--- src/rtl/ejector_pkg.sv ---
// Shared constants for the ejector router-port selector.
// Optional YX routing order is selected with the EJECTOR_YX_EN macro.
package ejector_pkg;

  localparam int DIR_NUM = 5;

  localparam int DIR_W = 0;
  localparam int DIR_E = 1;
  localparam int DIR_S = 2;
  localparam int DIR_N = 3;
  localparam int DIR_L = 4;

  typedef logic [DIR_NUM-1:0] dir_t;

endpackage

--- src/rtl/ejector_route_calc.sv ---
// Combinational dimension-order route decision (XY, or YX under EJECTOR_YX_EN).
// Produces a one-hot output-port vector from a destination address.
module ejector_route_calc
  import ejector_pkg::*;
#(
  parameter int LOCAL_X = 4,
  parameter int LOCAL_Y = 4,
  parameter int ADDR_W  = 6
) (
  input  logic [ADDR_W-1:0] addr_i,
  output dir_t              dir_o
);

  localparam int CW = ADDR_W / 2;
  localparam logic [CW-1:0] LX = CW'(LOCAL_X);
  localparam logic [CW-1:0] LY = CW'(LOCAL_Y);

  logic [CW-1:0] dx;
  logic [CW-1:0] dy;
  logic x_gt, x_lt, y_gt, y_lt;

  assign dx   = addr_i[CW-1:0];
  assign dy   = addr_i[ADDR_W-1:CW];
  assign x_gt = dx > LX;
  assign x_lt = dx < LX;
  assign y_gt = dy > LY;
  assign y_lt = dy < LY;

  // Overlapping conditions are legal; first match sets the priority.
  always_comb begin
    dir_o = '0;
`ifdef EJECTOR_YX_EN
    priority case (1'b1)
      y_gt:    dir_o[DIR_N] = 1'b1;
      y_lt:    dir_o[DIR_S] = 1'b1;
      x_gt:    dir_o[DIR_E] = 1'b1;
      x_lt:    dir_o[DIR_W] = 1'b1;
      default: dir_o[DIR_L] = 1'b1;
    endcase
`else
    priority case (1'b1)
      x_gt:    dir_o[DIR_E] = 1'b1;
      x_lt:    dir_o[DIR_W] = 1'b1;
      y_gt:    dir_o[DIR_N] = 1'b1;
      y_lt:    dir_o[DIR_S] = 1'b1;
      default: dir_o[DIR_L] = 1'b1;
    endcase
`endif
  end

endmodule

--- src/rtl/ejector.sv ---
// Registered router port selector: one-cycle route decision per header.
// Define EJECTOR_YX_EN to resolve Y before X.
module ejector
  import ejector_pkg::*;
#(
  parameter int LOCAL_X = 4,
  parameter int LOCAL_Y = 4,
  parameter int ADDR_W  = 6
) (
  input  logic              clk,
  input  logic              rst,
  input  logic              valid,
  input  logic [ADDR_W-1:0] addr,
  output logic [DIR_NUM-1:0] direct,
  output logic              direct_valid
);

  dir_t route;
  dir_t direct_d, direct_q;
  logic valid_d, valid_q;

  ejector_route_calc #(
    .LOCAL_X (LOCAL_X),
    .LOCAL_Y (LOCAL_Y),
    .ADDR_W  (ADDR_W)
  ) u_calc (
    .addr_i (addr),
    .dir_o  (route)
  );

  always_comb begin
    direct_d = valid ? route : '0;
    valid_d  = valid;
  end

  always_ff @(posedge clk) begin
    if (rst) begin
      direct_q <= '0;
      valid_q  <= 1'b0;
    end else begin
      direct_q <= direct_d;
      valid_q  <= valid_d;
    end
  end

  assign direct       = direct_q;
  assign direct_valid = valid_q;

endmodule

--- config.mk ---
export PLATFORM = sky130hd
export DESIGN_NAME = ejector
export DESIGN_NICKNAME = d
export VERILOG_FILES = /design/src/rtl/ejector_pkg.sv /design/src/rtl/ejector_route_calc.sv /design/src/rtl/ejector.sv
export SDC_FILE = /design/constraint.sdc
export NUM_CORES = 1
export LEC_CHECK = 0
export CAP_MARGIN = 0
export CORE_AREA = 2 2 39 41
export CTS_BUF_LIST = sky130_fd_sc_hd__clkbuf_16
export DETAILED_ROUTE_END_ITERATION = 16
export DIE_AREA = 0 0 41 43
export PLACE_DENSITY_LB_ADDON = 0.08
export RECOVER_POWER = 25
export SLEW_MARGIN = 20
export SYNTH_ARGS = -nofsm -noshare
export SYNTH_HDL_FRONTEND = slang
export SYNTH_SLANG_ARGS = --single-unit
--- constraint.sdc ---
create_clock -name clk -period 2.5 [get_ports clk]
set_clock_uncertainty 0.2 [all_clocks]
set_input_delay 0.5 -clock clk [delete_from_list [all_inputs] [get_ports clk]]
set_output_delay 0.5 -clock clk [all_outputs]
set_load 0.005 [all_outputs]
### Yosys cells after proc, flatten, opt, wreduce, memory -nomap -nowiden

Index checks and enable logic that the tools add are counted.

| word-level totals | value |
|---|---|
| bits in registers | 6 |
| latch bits | 0 |
| RAM bits | 0 |
| ROM bits | 0 |
| bits of input ports | 9 |
| output and inout bits | 6 |
| logic and storage cells | 19 |
| memories kept | 0 |

| operators by class | value |
|---|---|
| add/sub/neg operators | 0 |
| multiply operators | 0 |
| div/mod/pow operators | 0 |
| order comparisons | 4 |
| equal/unequal tests | 0 |
| shift-type cells | 0 |
| mux-type cells | 5 |
| bitwise operators | 1 |
| reduce and logical (&&, ||, !) cells | 4 |

Operators with widths:

| cell | count |
|---|---|
| $gt 3x3->1 const B | 2 |
| $lt 3x3->1 const B | 2 |
| $mux 1 | 5 |
| $reduce_or 5->1 | 1 |
| $reduce_or 4->1 | 1 |
| $reduce_or 3->1 | 1 |
| $reduce_or 2->1 | 1 |
| $not 1->1 | 1 |

### Depth between registers and ports, before layout

Gate-level depths: netlist of the first run.

| logic depth | value |
|---|---|
| depth after elaboration | 2 |
| gate-level depth with buffers | 2 |
| depth with buffers taken out | 2 |

### Hierarchy

Synthesis of the first run repeated with hierarchy kept, for this count alone.

| second synthesis, totals | value |
|---|---|
| cell total of the unflattened synthesis | 20 |
| area total of the unflattened synthesis | 222.7 sq um |

By module, submodules not included:

| module | instances | cells an instance | area an instance (sq um) | sequential area each (sq um) |
|---|---|---|---|---|
| ejector | 1 | 12 | 170.2 | 120.1 |
| ejector_route_calc | 1 | 8 | 52.6 | 0.0 |

### Least setup slack after synthesis of the first run

OpenSTA, ideal clock, no wires.

| timing | value |
|---|---|
| kind | in2reg |
| start | input port rst |
| end | register direct_q[4], in the netlist direct[4] |
| setup time | 0.087 ns |
| data arrival time | 0.913 ns |
| required time | 2.213 ns |
| setup slack | 1.300 ns |
| stages on the path | 2 |
| buffers on the path | 0 |
| path through | nand4b_1 > nor4b_2 |

| on the way | value |
|---|---|
| longest elaborated chain between the ends | 1 |

RTL lines:

| what | RTL line | text |
|---|---|---|
| from (decl) | ejector.sv:11 | `input logic rst,` |
| $reduce_or 5->1 (no source line) | -- |  |
| to (signal assigned) | ejector.sv:41 | `direct_q <= direct_d;` |
| to (decl) | ejector.sv:19 | `dir_t direct_d, direct_q;` |

Every way passes these cells.
A chain may end at the register's enable or synchronous reset.

### Worst setup path after layout of the first run

| timing | value |
|---|---|
| start | register direct_q[3], in the netlist direct[3] |
| end | output port direct[3] |

RTL lines:

| what | RTL line | text |
|---|---|---|
| to (decl) | ejector.sv:14 | `output logic [DIR_NUM-1:0] direct,` |

No word-level cell between the ends.

==> qor.yml, run 1 <==
status: "completed"
post_cts_resized: 0
syn_nets: 25
slowest_stage: "clkdlybuf4s50_1"
drv_cap: 0
period_needed_ns: 1.71
htreeDepth: 1
nNetsFinal: 44
post-route-period-util: 0.685
crit_family: "buffers and inverters"
num-fill-cells: 149
die_w_um: 41
grt.total_usage: 0.0734
drtIter0Drc: 0
n_antenna_cell: 0
synthCells: 16
grt_max_degree: 4
synth_top_family_by_area: "simple AND/OR/NAND/NOR gates"
cts_buffers: 3
yosys_warnings: 0
synth_cell_types: 8
grt_pass1_vias: 181
fin_ws_ns: 0.788
crit_required_ns: 1.80
synth_compound_area_frac: 0
synth_xor_xnor_area_share: 0
critPathMaxFanout: 1
postCtsSetupBuffers: 0
finalMaxSlewViolations: 0
port_buffers: 14
ctsHoldBuffers: 0
synth_top_cell_area_share: 0.632
maxSlewHeadroom: 0.857
max_freq_mhz: 584
cts_tree: "yes"
routed_via_density: 3.69
path_cells: "clkdlybuf4s50_1"
grt_pass1_wl_um: 752
final_common_cell: "clkdlybuf4s50_1"
hold_viol_final: 0
antenna_left: 0
setup_viol: 0
crit_path_start: "direct[3]"
crit_cells: 1
place_ws_ns: 0.767
totalWireLength_um: 431
critPathBufInv: 1
rows: 14
cts_sinks: 6
clockRootBuffer: "clkbuf_16"
overflow: 0
slowest_delay_ns: 0.49
yosys.area_share.simple: 0.368
worst_setup_hold_path_clk_slew_ns: 0.03
worstSetupStartpointType: "flop"
syn_area_um2: 190
synthAdderAreaFrac: 0
drc: 0
synthTopCellsByArea: "dfxtp_1, nor4b_2, nor4_1"
fin_setup_tns_ns: 0
hold_class: "in2reg"
p_per_area_mw_per_mm2: 885
first_pass_iters: 1
layout_common_cells: "clkdlybuf4s50_1, dfxtp_1, nor2_1, clkbuf_16, nor4_1"
ys_ff_latch: 6
initial_utilization: 0.137
power.leakage_uw: 0.000157
synth_mux_area_frac: 0
die_area_mm2: 0.00176
ios: 15
worst_pin_slew_ns: 0.213
num_vias: 181
hp-start: "addr[3]"
endpoint_kind: "output pin"
die_h_um: 43
path_class: "reg2out"
irDropWorstVdd_mv: 0.248
ys_seq_area_frac: 0.632
gp_congestion: 0.657
postSynthAreaPerCell_um2: 11.9
yosys.area.top_type: "dfxtp_1"
worstPathArrival_ns: 1.01
crit_path_end: "direct[3]"
drive_gt1_frac: 0.152
synthToLayoutAreaGrowth_pct: 124
wire_per_inst_um: 8.80
grt_setup_unrepaired: "no"
clk_path_buf_depth: 2
antenna_found_initial: 0
core_area_mm2: 0.00138
==> sequential cells by signal, summed over array words and instances (netlist names) <==
signal / flops
direct: 5
direct_valid: 1
==> Yosys cell counts <==
cell      count
nand3b_1      1
dfxtp_1       6
nand4b_1      1
nor4_1        2
and2b_2       1
nor2_1        3
nor2b_1       1
nor4b_2       1
==> layout make-up <==
class                      instances  area [um2]  share of cell area
clock buffer                       3        75.1               0.176
timing repair buffer              14         140               0.329
multi-input combinational         10        70.1               0.165
sequential                         6         120               0.282
tap                               16        20.0              0.0471
==> power by group <==
| part | switching, uW | internal (uW) | leakage (uW) | total [uW] |
|---|---|---|---|---|
| Sequential | 0.540 | 98.9 | 0.0000489 | 99.4 |
| Combinational | 7.39 | 17.4 | 0.0000711 | 24.8 |
| Clock | 47.7 | 205 | 0.0000370 | 252 |
| Total | 55.6 | 321 | 0.000157 | 377 |
==> per-layer routing <==
layer  track usage  vias to the layer above  share of wire  wire, um
met5             0                        -              0         0
met4         0.100                        0              0         0
met3        0.0471                        0          0.058        25
met2        0.0875                        7           0.54       232
met1        0.0680                       83           0.40       173
li1              -                       91              -         -
==> cell families after synthesis <==
family	after synthesis
flops	6
simple gates	10
==> how the worst min path moves through the flow <==
stage / slack [ns] / cells after the start / to
5_1_grt: 0.68 / 2 / direct[4]
3_5_place_dp: 0.90 / 2 / direct[0]
3_3_place_gp: 0.90 / 2 / direct[0]
2_1_floorplan: 0.37 / 1 / direct[4]
4_1_cts: 0.67 / 2 / direct[2]
6_report: 0.67 / 2 / direct[4]
==> stage by stage <==
step | hold slack [ns] | util | cells | instance area (um2) | power, uW
global placement | 0.895 | 0.253 | 46 | 350 | 126
global route | 0.684 | 0.307 | 49 | 425 | 389
floorplan | 0.371 | - | 16 | 190 | 105
detailed placement | 0.902 | 0.253 | 46 | 350 | 126
CTS | 0.668 | 0.307 | 49 | 425 | 383
finish | 0.669 | 0.307 | 49 | 425 | 377
Note: power is estimated with default switching activity, not from simulation.
==> inputs of run 2 (changes only) <==
clock period = 1.4 ns   (was 2.5 ns; I/O delays follow)
==> run 2 against run 1 <==
Critical path depth increased by 2. Flip-flop and latch count unchanged. Largest cell class unchanged. Critical path type is now in2reg. Non-clock buffer count increased by 3. Final cell count increased by 6.1%. Routed wire length increased by 2.6%. Total power increased by 79%. Clock-buffer cell count unchanged. Final area increased by 5.0%. Clock power increased by 78%. Critical endpoint is now direct[4]. Worst hold slack got worse by 0.22 ns.
==> qor.yml, run 2 (same netlist as run 1, synthesis figures left out) <==
status: "completed"  # unchanged
postPlaceCellArea_um2: 373  # was 350 um2
max_freq_mhz: 796
period_needed_ns: 1.26
routed_via_density: 3.69  # about the same
totalWireLength_um: 442  # was 431 um
critPathBufInv: 1  # unchanged
setup_viol: 0  # unchanged
hold_slack_ns: 0.445  # was 0.669 ns
grt_max_degree: 4  # unchanged
grt.total_usage: 0.0693  # was 0.0734
hpwlAfterDp_um: 382
slowest_stage: "clkdlybuf4s50_1"  # unchanged
grt_pass1_vias: 193  # was 181
nNetsFinal: 47  # was 44
layout_common_cells: "clkdlybuf4s50_1, dfxtp_1, dlygate4sd2_1"  # was clkdlybuf4s50_1, dfxtp_1, nor2_1, clkbuf_16, nor4_1
wire_per_inst_um: 8.50  # was 8.80 um
fin_cells: 52  # was 49
num_vias: 192  # was 181
n_antenna_cell: 0  # unchanged
post_cts_resized: 6  # was 0
design_area_um2: 447  # was 425 um2
p_per_area_mw_per_mm2: 1510  # was 885 mW/mm2
antenna_found_initial: 0  # unchanged
crit_required_ns: 1.34  # was 1.80 ns
grt_pass1_wl_um: 745  # was 752 um
crit_cells: 3  # was 1
hp-start: "addr[3]"  # unchanged
clockRootBuffer: "clkbuf_16"  # unchanged
drc: 0  # unchanged
cts_sinks: 6  # unchanged
port_buffers: 14  # unchanged
endpoint_kind: "flop"  # was output pin
overflow: 0  # unchanged
path_cells: "clkdlybuf4s50_1, nand4b_1, nor4b_2"  # was clkdlybuf4s50_1
die_h_um: 43  # unchanged
irDropWorstVdd_mv: 0.418  # was 0.248 mV
first_pass_iters: 2  # was 1
cts_tree: "yes"  # unchanged
path_class: "in2reg"  # was reg2out
worst_setup_hold_path_clk_slew_ns: 0.03  # about the same
worst_pin_slew_ns: 0.215  # was 0.213 ns
crit_path_start: "rst"  # was direct[3]
placed_cells: 49  # was 46
drtIter0Drc: 1  # was 0
finalMaxSlewViolations: 0  # unchanged
largest_reg_flops: 5  # unchanged
die_area_mm2: 0.00176  # unchanged
crit_family: "simple AND/OR/NAND/NOR gates"  # was buffers and inverters
critPathMaxFanout: 3  # was 1
rows: 14  # unchanged
final_common_cell: "clkdlybuf4s50_1"  # unchanged
post-route-period-util: 0.897
die_w_um: 41  # unchanged
drv_cap: 0  # unchanged
hold_class: "in2reg"  # unchanged
clk_path_buf_depth: 2  # unchanged
antenna_left: 0  # unchanged
slowest_delay_ns: 0.43  # was 0.49 ns
synthToLayoutAreaGrowth_pct: 135  # was 124%
core_area_mm2: 0.00138  # unchanged
ios: 15  # unchanged
fin_ws_ns: 0.144  # was 0.788 ns
initial_utilization: 0.137  # unchanged
hold_viol_final: 0  # unchanged
worstPathArrival_ns: 1.19  # was 1.01 ns
ctsHoldBuffers: 0  # unchanged
postCtsSetupBuffers: 0  # unchanged
crit_path_end: "direct[4]"  # was direct[3]
cts_buffers: 3  # unchanged
place_ws_ns: -0.115  # was 0.767 ns
worstSetupStartpointType: "input port"  # was flop
drive_gt1_frac: 0.250  # was 0.152
final_core_util: 0.323  # was 0.307
htreeDepth: 1  # unchanged
gp_congestion: 0.701  # was 0.657
grt_setup_unrepaired: "no"  # unchanged
maxSlewHeadroom: 0.856  # was 0.857
power.leakage_uw: 0.000197  # was 0.000157 uW
-- run 2: cell types whose count changed in the layout (fill, tap and decap cells not counted) --
cell | before | now
buf_4 | 0 | 3
nor4_1 | 2 | 1
dlygate4sd3_1 | 1 | 0
nor4_2 | 0 | 1
clkdlybuf4s50_1 | 13 | 8
dlygate4sd2_1 | 0 | 6
-- run 2: final cells by class --
class	instances	area, um2
Clock buffer	3	75.1
Fill cell	145	937
Timing Repair Buffer	17	155
Multi-Input combinational cell	10	76.3
Tap cell	16	20.0
Sequential cell	6	120
-- run 2: where the power goes --
group	internal, uW	switching (uW)
Sequential	176	0.816
Combinational	34.0	14.9
Clock	365	83.9
-- run 2: worst min path at each step --
stage / to / slack, ns / depth (start not counted)
2_1_floorplan: direct[4] / 0.15 / 1
3_3_place_gp: direct[4] / 0.68 / 2
3_5_place_dp: direct[4] / 0.68 / 2
4_1_cts: direct[4] / 0.44 / 2
5_1_grt: direct[4] / 0.45 / 2
6_report: direct[4] / 0.45 / 2
-- run 2: metal layers --
metal	share of wire	wire length [um]	global-route usage	vias up
li1	-	-	-	97
met1	0.36	157	0.0611	84
met2	0.52	229	0.100	9
met3	0.079	35	0.0157	2
met4	0.043	19	0.100	0
met5	0	0	0	-
-- run 2: stage by stage --
step / total power, uW / setup TNS [ns]
after global placement: 231 / -0.176
final: 676 / 0
after global routing: 694 / 0
after detailed placement: 231 / -0.248
after floorplan: 188 / 0
after CTS: 684 / 0
==> RTL change 1, RTL diff (flow settings as in run 2) <==
Register the output `direct` once more, with the module's reset; this adds one clock of latency there. The other outputs are not delayed to match.
--- a/src/rtl/ejector.sv
+++ b/src/rtl/ejector.sv
@@ -45,3 +45,9 @@
 
-  assign direct       = direct_q;
+  always_ff @(posedge clk) begin
+    if (rst) begin
+      direct <= '0;
+    end else begin
+      direct <= direct_q;
+    end
+  end
   assign direct_valid = valid_q;
Function: changed (Yosys sat finds a counterexample within 4 cycles, from zero or initial values and one cycle with rst high).
==> RTL change 1 against run 2 <==
Worst setup slack worse by 0.0029 ns; utilization is 10 points higher; area after synthesis up 82%; design area is 31% higher; cell count grew 21%; fmax shrank 0.23%; global-route usage grew 1.7 points; total power up 28%; wire length grew 21%; sequential cell count grew 5; critical path type unchanged; largest cell class is now registers.
==> RTL change 1: results (changes against run 2) <==
# fillers=135 (was 145); router iterations before antenna repair=4 (was 2); vias in the first global route=246 (was 193); drt initial violations=4 (was 1); Hold Crit Depth=1 (was 2); DP Cell Count=59 (was 49); DP HPWL=456 µm (was 382 µm); Synth top cells by count=11 x dfxtp_1, 3 x and2b_1, 3 x nor2b_1 (was 6 x dfxtp_1, 3 x nor2_1, 2 x nor4_1); antenna violations before repair=0 (unchanged); sequential element share of the synthesized area=63.5% (was 63.2%); WHS Endpoint=direct[1] (was direct[4]); post-CTS repair timing setup buffer count=0 (unchanged); Port Buffers=14 (unchanged); Reg-to-Reg Start=direct_q[2]; Slew @ Worst Pin=0.308 ns (was 0.215 ns); Total GRT Usage=8.60% (was 6.93%); CTS root buffer=clkbuf_16 (unchanged); cell leakage power=0.000272 µW (was 0.000197 µW); final std cells w/o fill=63 (was 52); pin count of the biggest net entering global routing=7 (was 4); Mapped Nets=36 (was 25); largest vdd supply drop=0.654 mV (was 0.418 mV); Clk Latency, worst-skew pair=0.23 ns; first-pass GRT wire length=945 µm (was 745 µm); Gate Count Post-Synth=27 (was 16); worst-path fanout max=4 (was 3); Netlist cell types=12 (was 8); post-synthesis mux area share=0% (unchanged); r2r worst-path depth=1; Final Hold Fails=0 (unchanged); Worst EP arrival=1.20 ns; outcome=complete, no violations (unchanged); hold slack=0.233 ns (was 0.445 ns); routed vias=259 (was 192); ratio of cells with drive above 1 in the final layout=14.9% (was 25.0%); Synthesis Warnings=0 (unchanged); Worst-path clk slew=0.04 ns; Hold Path Class=flip-flop to flip-flop (was input port to flip-flop); adder-cell share of the synthesized area=0% (unchanged); routability cong.=0.648 (was 0.701); diode count=0 (unchanged); fin nets=57 (was 47); hold_sp=direct_q[1] (was addr[3]); routed length per placed instance=8.51 µm (was 8.50 µm); Synth area leaders=dfxtp_1 64%, and2b_1 6.5%, nor4_4 6.1%, nor2b_1 5.4%, nand4b_2 4.3% (was dfxtp_1 63%, nor4b_2 7.9%, nor4_1 6.6%, nor2_1 5.9%, and2b_2 4.6%); Num CTS Buffers=3 (unchanged)
## RTL change 1: area by class of cell
cell class	instances	area, µm²	area share, %
inverter	1	3.75	0.640
sequential	11	220	37.5
tap	16	20.0	3.41
clock buffer	3	75.1	12.8
clock inverter	1	3.75	0.640
timing repair buffer	16	144	24.5
multi-input combinational	15	120	20.5
## RTL change 1: repair_timing
item                       4_1_cts  5_1_grt
setup endpoints to repair        6        0
hold buffers                     0        0
gates resized for setup          6        0
hold endpoints to repair         0        0
## RTL change 1: critical path, stage by stage
cell and delay [ns]:
clkdlybuf4s50_1 0.39, or2_0 0.31, nor4_4 0.22
## RTL change 1: report_power, final
group	internal, µW	switching (µW)	leakage [µW]
clock network	373	118	0.0000423
logic	31.9	18.3	0.000141
registers	321	1.18	0.0000893
total	726	137	0.000272
## RTL change 1: through the flow
stage	instance area, µm²	setup slack (ns)	total power, µW
global placement	522	-0.0512	382
global route	587	0.102	904
detailed placement	522	-0.0897	384
CTS	593	0.140	881
floorplan	347	0.398	342
finish	587	0.142	863
## RTL change 1: cell families (layout without fill, tap and decap cells)
kind of cell  count (synthesis)  count (layout)
buf+inv                       1              21
flops                        11              11
simple gates                 15              15
## RTL change 1: per-layer routing
metal | routed length (µm) | vias up | GRT usage (%)
met4 | 0 | 0 | 4.00
met3 | 48 | 0 | 6.28
li1 | - | 128 | -
met1 | 194 | 119 | 7.92
met2 | 293 | 12 | 13.4
met5 | 0 | - | 0
## RTL change 1: worst max path at each step
stage                    from     endpoint  slack, ns
finish                addr[0]  direct_q[4]       0.14
global route          addr[0]  direct_q[4]       0.10
CTS                 direct[2]    direct[2]       0.14
detailed placement        rst  direct_q[4]      -0.09
global placement          rst  direct_q[4]      -0.05
floorplan             addr[0]  direct_q[4]       0.40
==> RTL change 2, RTL diff (flow settings as in run 2) <==
Without the edit above. `ADDR_W` is set to 6 in 2 places; all go to 8.
--- a/src/rtl/ejector_route_calc.sv
+++ b/src/rtl/ejector_route_calc.sv
@@ -7,3 +7,3 @@
   parameter int LOCAL_Y = 4,
-  parameter int ADDR_W  = 6
+  parameter int ADDR_W  = 8
 ) (
--- a/src/rtl/ejector.sv
+++ b/src/rtl/ejector.sv
@@ -7,3 +7,3 @@
   parameter int LOCAL_Y = 4,
-  parameter int ADDR_W  = 6
+  parameter int ADDR_W  = 8
 ) (
Ports: changed (resized addr); port bits go from 15 to 17. No check against the original RTL was run, so the function may have changed too.
==> RTL change 2 against run 2 <==
Worst setup slack lost 0.094 ns; design area grew 14%; wire length grew 20%; critical path depth is the same; total power grew 3.2%; area after synthesis grew 16%; sequential share of layout area shrank 3.2 points; sequential cell count is the same.
==> RTL change 2: results (changes against run 2) <==
antenna violations before repair=0 (unchanged); routed vias=234 (was 192); vias in the first global route=235 (was 193); Critical-path top delay cell=clkdlybuf4s50_1 (unchanged); cell leakage power=0.000234 µW (was 0.000197 µW); post-synthesis mux area share=0% (unchanged); CTS root buffer=clkbuf_16 (unchanged); Netlist cell types=11 (was 8); Total GRT Usage=8.74% (was 6.93%); Synth area leaders=dfxtp_1 54%, nor3_2 9.0%, or3b_1 7.9%, o21a_1 6.8%, or4b_4 6.2% (was dfxtp_1 63%, nor4b_2 7.9%, nor4_1 6.6%, nor2_1 5.9%, and2b_2 4.6%); Worst-path clk slew=0.03 ns (about the same); Worst EP arrival=1.30 ns (was 1.19 ns); Crit path max-delay family=buffers and inverters (was simple AND/OR/NAND/NOR gates); routability cong.=0.577 (was 0.701); NetSw=114 µW (was 99.7 µW); Synthesis Warnings=0 (unchanged); # fillers=143 (was 145); Slew Limit Fails=0 (unchanged); Async SR Flop Fraction=0% (unchanged); sequential element share of the synthesized area=54.2% (was 63.2%); first-pass GRT wire length=876 µm (was 745 µm); max reg flops=5 (unchanged); Crit path largest cell delay=0.46 ns (was 0.43 ns); router iterations before antenna repair=2 (unchanged); Port Buffers=16 (was 14); max_slew headroom=85.7% (was 85.6%); H-tree Lvls=1 (unchanged); outcome=complete, no violations (unchanged); Mapped Nets=30 (was 25); fin nets=55 (was 47); Synth top cells by count=6 x dfxtp_1, 2 x nor3_2, 2 x o21a_1, 2 x or3b_1 (was 6 x dfxtp_1, 3 x nor2_1, 2 x nor4_1); pin count of the biggest net entering global routing=5 (was 4); Synth Area in Compound Gates=12.4% (was 0%); ratio of cells with drive above 1 in the final layout=31.0% (was 25.0%); Post-Synth XOR/XNOR Area=0% (unchanged); worst-path fanout max=4 (was 3); adder-cell share of the synthesized area=0% (unchanged); drt initial violations=1 (unchanged); Num CTS Buffers=3 (unchanged); maximum root-to-sink buffer count=2 (unchanged); largest vdd supply drop=0.646 mV (was 0.418 mV); pre-CTS setup slack=-0.314 ns (was -0.115 ns); diode count=0 (unchanged); routed length per placed instance=9.12 µm (was 8.50 µm); Hold Path Class=input port to flip-flop (unchanged)
[RTL change 2: what timing repair did]
item / 4_1_cts / 5_1_grt
setup buffers: 0 / 0
endpoints found under the setup margin: 9 / 3
pin swaps: 2 / 1
gates resized for setup: 11 / 2
[RTL change 2: cells by family after synthesis]
family / count (synthesis)
DFF: 6
and+or+nand+nor: 8
AOI/OAI and AO/OA: 4
buffers and inverters: 1
[RTL change 2: power by group through the flow]
stage                     combinational, µW  clock [µW]  sequential (µW)
after floorplan                        12.3           0              180
after global placement                 63.1           0              180
after detailed placement               63.9           0              180
after CTS                              60.7         471              177
after global routing                   65.3         490              177
final                                  60.2         460              177
[RTL change 2: area by class of cell]
type	instances	area, µm²	area share [%]
repair buffers	20	181	35.7
flip-flops and latches	6	120	23.6
multi-input cells	12	108	21.2
clock buffers	3	75.1	14.8
well taps	16	20.0	3.94
inverters	1	3.75	0.739
[RTL change 2: final timing paths]
kind / slack, ns / end / startpoint / cells after the start
min: 0.20 / direct[3] / addr[0] / 3
max: 0.05 / direct[3] / valid / 3
[RTL change 2: metrics by stage]
step / utilization (%) / cell area, µm² / cells
2_1_floorplan: - / 221 / 19
3_3_place_gp: 31.2 / 432 / 55
3_5_place_dp: 31.2 / 432 / 55
4_1_cts: 36.2 / 500 / 58
5_1_grt: 36.7 / 508 / 58
6_report: 36.7 / 508 / 58
[RTL change 2: layer usage]
layer	track usage, %	part of all wire [%]
met4	10.0	4.3
met1	7.42	35
met2	11.6	48
met5	0	0
met3	6.28	13
